`config.mk`:
```
export PLATFORM = sky130hd
export DESIGN_NAME = keypad_entry_ctrl
export DESIGN_NICKNAME = d
export VERILOG_FILES = /design/src/rtl/keypad_entry_ctrl.sv
export SDC_FILE = /design/constraint.sdc
export NUM_CORES = 1
export LEC_CHECK = 0
export ABC_AREA = 1
export CELL_PAD_IN_SITES_DETAIL_PLACEMENT = 1
export CELL_PAD_IN_SITES_GLOBAL_PLACEMENT = 1
export CORE_MARGIN = 2
export CORE_UTILIZATION = 43
export DETAILED_ROUTE_END_ITERATION = 8
export GPL_TIMING_DRIVEN = 0
export HOLD_SLACK_MARGIN = 0.12
export PLACE_DENSITY_LB_ADDON = 0.2
export SYNTH_ARGS = -nofsm -noshare
export SYNTH_HDL_FRONTEND = slang
export SYNTH_SLANG_ARGS = --single-unit
```
`constraint.sdc`:
```
create_clock -name sys_clk_in -period 3.4 [get_ports sys_clk_in]
set_input_delay 0.68 -clock sys_clk_in [delete_from_list [all_inputs] [get_ports sys_clk_in]]
set_output_delay 0.68 -clock sys_clk_in [all_outputs]
set_load 0.05 [all_outputs]
```
`src/rtl/keypad_entry_ctrl.sv`:
```
// keypad_entry_ctrl: debounces the keypad scanner code, turns each fresh press into one
// key event, accumulates decimal digits and hands committed values out over valid/ready.
module keypad_entry_ctrl #(
  parameter int DEBOUNCE_CYCLES = 16,
  parameter int MAX_DIGITS      = 4,
  parameter int VALUE_W         = 14
) (
  input  logic                            sys_clk_in,
  input  logic                            reset,
  input  logic [3:0]                      key_num,
  output logic [VALUE_W-1:0]              value_out,
  output logic                            value_valid,
  input  logic                            value_ready,
  output logic [4*MAX_DIGITS-1:0]         digits_bcd,
  output logic [$clog2(MAX_DIGITS+1)-1:0] digit_count,
  output logic                            key_event,
  output logic                            overflow
);

  localparam int CNT_W = $clog2(DEBOUNCE_CYCLES + 1);
  localparam int DC_W  = $clog2(MAX_DIGITS + 1);

  localparam logic [CNT_W-1:0]        STABLE_CNT     = CNT_W'(DEBOUNCE_CYCLES);
  localparam logic [DC_W-1:0]         FULL_CNT       = DC_W'(MAX_DIGITS);
  localparam logic [4*MAX_DIGITS-1:0] BLANK          = {MAX_DIGITS{4'hF}};
  localparam logic [3:0]              KEY_LAST_DIGIT = 4'd9;
  localparam logic [3:0]              KEY_CLEAR      = 4'd10;
  localparam logic [3:0]              KEY_ENTER      = 4'd11;
  localparam logic [3:0]              KEY_NONE       = 4'd15;

  typedef enum logic {
    ENTRY  = 1'b0,
    COMMIT = 1'b1
  } state_t;

  state_t                  state;
  state_t                  state_nxt;
  logic [3:0]              key_q;
  logic [CNT_W-1:0]        stab_cnt;
  logic                    held;
  logic                    stable;
  logic                    fire;
  logic [VALUE_W-1:0]      value;
  logic [VALUE_W-1:0]      value_nxt;
  logic [VALUE_W-1:0]      vout_nxt;
  logic                    valid_nxt;
  logic [4*MAX_DIGITS-1:0] bcd_nxt;
  logic [DC_W-1:0]         count_nxt;
  logic                    ovf_nxt;

  // Shift-and-add decimal accumulate: v*10 + d without a multiplier.
  function automatic logic [VALUE_W-1:0] times_ten_plus(input logic [VALUE_W-1:0] v,
                                                        input logic [3:0] d);
    return (v << 3'd3) + (v << 3'd1) + VALUE_W'(d);
  endfunction

  assign stable = (stab_cnt == STABLE_CNT);
  assign fire   = stable && (key_q != KEY_NONE) && !held;

  // Debounce counter, press/release tracking and the registered event pulse.
  always_ff @(posedge sys_clk_in) begin
    if (reset) begin
      key_q     <= KEY_NONE;
      stab_cnt  <= '0;
      held      <= 1'b0;
      key_event <= 1'b0;
    end else begin
      key_q <= key_num;
      if (key_num != key_q) begin
        stab_cnt <= '0;
      end else if (stab_cnt != STABLE_CNT) begin
        stab_cnt <= stab_cnt + CNT_W'(1);
      end
      // A held key must be seen stably released before it can fire again.
      if (fire) begin
        held <= 1'b1;
      end else if (stable && (key_q == KEY_NONE)) begin
        held <= 1'b0;
      end
      key_event <= fire;
    end
  end

  // Entry FSM next state and buffer updates for the event fired this cycle.
  always_comb begin
    state_nxt = state;
    value_nxt = value;
    bcd_nxt   = digits_bcd;
    count_nxt = digit_count;
    ovf_nxt   = overflow;
    vout_nxt  = value_out;
    valid_nxt = value_valid;
    case (state)
      ENTRY: begin
        if (fire) begin
          if (key_q <= KEY_LAST_DIGIT) begin
            if (digit_count < FULL_CNT) begin
              value_nxt = times_ten_plus(value, key_q);
              bcd_nxt   = {digits_bcd[4*MAX_DIGITS-5:0], key_q};
              count_nxt = digit_count + DC_W'(1);
            end else begin
              ovf_nxt = 1'b1;
            end
          end else if (key_q == KEY_CLEAR) begin
            value_nxt = '0;
            bcd_nxt   = BLANK;
            count_nxt = '0;
            ovf_nxt   = 1'b0;
          end else if (key_q == KEY_ENTER) begin
            if (digit_count != '0) begin
              vout_nxt  = value;
              valid_nxt = 1'b1;
              state_nxt = COMMIT;
              value_nxt = '0;
              bcd_nxt   = BLANK;
              count_nxt = '0;
              ovf_nxt   = 1'b0;
            end else begin
              state_nxt = ENTRY;
            end
          end else begin
            // Codes 12-14 only produce the event pulse.
            state_nxt = ENTRY;
          end
        end else begin
          state_nxt = ENTRY;
        end
      end
      COMMIT: begin
        // Events here are dropped; only the handshake moves the FSM.
        if (value_ready) begin
          valid_nxt = 1'b0;
          state_nxt = ENTRY;
        end else begin
          valid_nxt = 1'b1;
        end
      end
      default: begin
        state_nxt = ENTRY;
        valid_nxt = 1'b0;
      end
    endcase
  end

  // FSM state and entry buffer registers.
  always_ff @(posedge sys_clk_in) begin
    if (reset) begin
      state       <= ENTRY;
      value       <= '0;
      digits_bcd  <= BLANK;
      digit_count <= '0;
      overflow    <= 1'b0;
      value_out   <= '0;
      value_valid <= 1'b0;
    end else begin
      state       <= state_nxt;
      value       <= value_nxt;
      digits_bcd  <= bcd_nxt;
      digit_count <= count_nxt;
      overflow    <= ovf_nxt;
      value_out   <= vout_nxt;
      value_valid <= valid_nxt;
    end
  end

endmodule

```
==> flow_summary.yaml <==
run_status:
  status: "complete, no violations"
setup_path:
  crit_fanout: 5
  ff2ff_path_depth: 11
  endpoint_kind: "register"
  rr_endpoint: "value[10]$_SDFFE_PP0P_"
  cp.required_ns: 3.67
  critPathKind: "reg -> reg"
  cp.arrival_ns: 2.76
  worst_setup_path_start_kind: "register"
  reg2reg_slack_ns: 0.91
  r2r-start: "key_q[3]$_SDFF_PP1_"
sta:
  finalHoldViolCount: 0
  slew_headroom_pct: 57.8
  finalClockSkew_ns: 0.00578
  tightest_slew_ns: 0.633
  post-route-min-period_ns: 2.49
  timing.final.crit_share_pct: 73.3
  drv_slew: 0
  rsz0062_at_grt: "no"
  fin_ws_ns: 0.908
  setup_tns_ns: 0
  fmax_mhz: 401
  setup_viol_count_final: 0
synth:
  synthTopCellsByArea: "dfxtp_1, nand2_1, ha_1"
  yosys.area.top_type_share_pct: 38.6
  avgSynthCellArea_um2: 7.27
  synth.distinct_cells: 30
  syn-num-nets: 470
  synth_top_area_cell: "dfxtp_1"
  synth_warnings: 0
  ys_seq_area_share_pct: 38.6
  syn_inst: 435
  ys_seq_elements: 61
  synthesis.area_um2: 3160
route:
  wl_per_cell_um: 14.8
  drtAntennaViolNets: 0
  num_vias: 2993
  viasPerCell: 5.06
  drt_iter0_markers: 97
  dr.pass1.iters: 4
  drc: 0
  wl_mm: 8.76
floorplanning:
  start_util_pct: 44.0
  die-area_um2: 8050
  dieHeight_um: 89.7
  io_pins: 43
  die_x_um: 89.7
  rows: 31
  fp.coreArea_um2: 7180
clock_network:
  holdBufCountCts: 0
  htree_levels: 3
  clk_pin_slew_ns: 0.07
  cts_sinks: 61
  post_cts_resized: 0
  clk_path_buf_depth: 2
  postCtsSetupRepairBufs: 0
  clk_latency_ns: 0.34
  cts_root_buffer: "clkbuf_8"
  cts_buffers: 9
  cts_tree: "built"
final_layout:
  final_layout_size_suffix_gt1_share_pct: 8.54
  diodes: 0
  layout.nets: 523
  fin_area_um2: 3910
  num-fill-cells: 928
  layout.cells.non_filler: 591
  final_cell_mix: "nand2_1, dfxtp_1, inv_1, nor2_1, clkdlybuf4s50_1"
  area_growth_pct: 23.7
  layout.cells.most_common: "nand2_1"
placement:
  hpwl_mm: 6.71
  io_buffers: 42
  placed_cells: 576
  place_ws_ns: 0.965
  gp_congestion: 0.834
  dpl_cell_area_um2: 3700
grt:
  grt_pass1_wl_mm: 14.9
  first_global_vias: 3104
  antenna_found_initial: 0
  met1_usage_pct: 28.3
  met3_usage_pct: 6.04
  grt_util_met2_pct: 39.5
  grt_util_all_layers_pct: 22.8
  grt_max_degree: 11
  grt_busiest_layer: "met2"
  grt-ovfl-total: 0
pwr:
  p_per_area_nw_per_um2: 374
  vdd_ir_drop_max_mv: 0.272
  p_leak_uw: 0.00184
hold_path:
  hold_depth: 2
  hp-class: "reg -> reg"
  worstHoldStart: "value[13]$_SDFFE_PP0P_"
  hold_end: "value[13]$_SDFFE_PP0P_"
job:
  drv_cap: 0
[registers in the layout, summed over array words and instances, names as in the netlist]
| register | count |
|---|---|
| digits_bcd | 16 |
| value | 14 |
| value_out | 14 |
| stab_cnt | 5 |
| key_q | 4 |
| digit_count | 3 |
| held | 1 |
| key_event | 1 |
| overflow | 1 |
| state | 1 |
| value_valid | 1 |
[per-layer routing]
metal  vias up  share of wire, %
li1       1501                 -
met4         0               1.2
met1      1422                46
met3        10               3.6
met5         -                 0
met2        60                50
[stage by stage]
step | power [µW] | hold slack, ns | utilization [%]
3_3_place_gp | 786 | 0.452 | 51.6
2_1_floorplan | 767 | 0.441 | -
3_5_place_dp | 787 | 0.456 | 51.6
4_1_cts | 1470 | 0.466 | 54.5
6_report | 1460 | 0.466 | 54.5
5_1_grt | 1510 | 0.506 | 54.5
[kinds of logic (layout without fill, tap and decap cells)]
group	Yosys count	after routing	share of synthesized area [%]
AOI/OAI and AO/OA	57	57	9.86
adders and majority gates	28	28	11.6
and+or+nand+nor	223	223	30.7
DFF	61	61	38.6
buffers and inverters	61	118	7.84
xor gates and xnor gates	5	5	1.39
[final cells by class]
cell class / count / area, µm² / share of cell area [%]
Sequential cell: 61 / 1220 / 31.2
Multi-Input combinational cell: 313 / 1690 / 43.3
Clock inverter: 4 / 73.8 / 1.89
Tap cell: 99 / 124 / 3.17
Clock buffer: 11 / 131 / 3.36
Inverter: 49 / 184 / 4.70
Timing Repair Buffer: 42 / 420 / 10.8
Buffer: 12 / 63.8 / 1.63
[synth_stat cells, drive strengths merged]
| master | number |
|---|---|
| nand2 | 127 |
| a21o | 1 |
| or2 | 6 |
| fa | 2 |
| o21ai | 19 |
| xnor2 | 1 |
| nand3b | 2 |
| xor2 | 4 |
| nor2 | 46 |
| nand4 | 4 |
| clkbuf | 4 |
| nand3 | 37 |
| nor3 | 1 |
| a31oi | 1 |
| a221oi | 1 |
| dfxtp | 61 |
| buf | 8 |
| ha | 26 |
| inv | 49 |
| o211ai | 3 |
| a21oi | 32 |
[how the worst max path moves through the flow]
stage / startpoint / end / slack, ns
finish: key_q[3]$_SDFF_PP1_ / value[10]$_SDFFE_PP0P_ / 0.91
global route: key_q[3]$_SDFF_PP1_ / value[10]$_SDFFE_PP0P_ / 0.73
CTS: key_q[3]$_SDFF_PP1_ / value[10]$_SDFFE_PP0P_ / 0.93
detailed placement: key_q[3]$_SDFF_PP1_ / value[10]$_SDFFE_PP0P_ / 0.96
global placement: key_q[3]$_SDFF_PP1_ / value[10]$_SDFFE_PP0P_ / 1.05
floorplan: key_q[3]$_SDFF_PP1_ / value[10]$_SDFFE_PP0P_ / 1.34
[worst max-delay path: stages (launching register included)]
cell,delay (ns)
dfxtp_1,0.44
inv_1,0.13
fa_1,0.51
inv_1,0.09
fa_1,0.49
nand2_1,0.12
nand3_1,0.10
nand4_1,0.14
nand2_1,0.08
nand2_1,0.07
nand3_1,0.07
a21oi_1,0.16
[power breakdown]
| group | switching, µW | internal [µW] | total, µW | leakage, µW |
|---|---|---|---|---|
| Clock | 279 | 409 | 688 | 0.000103 |
| Combinational | 34.4 | 17.4 | 51.8 | 0.00124 |
| Sequential | 4.10 | 717 | 722 | 0.000493 |
Note: power is estimated with default switching activity, not from simulation.
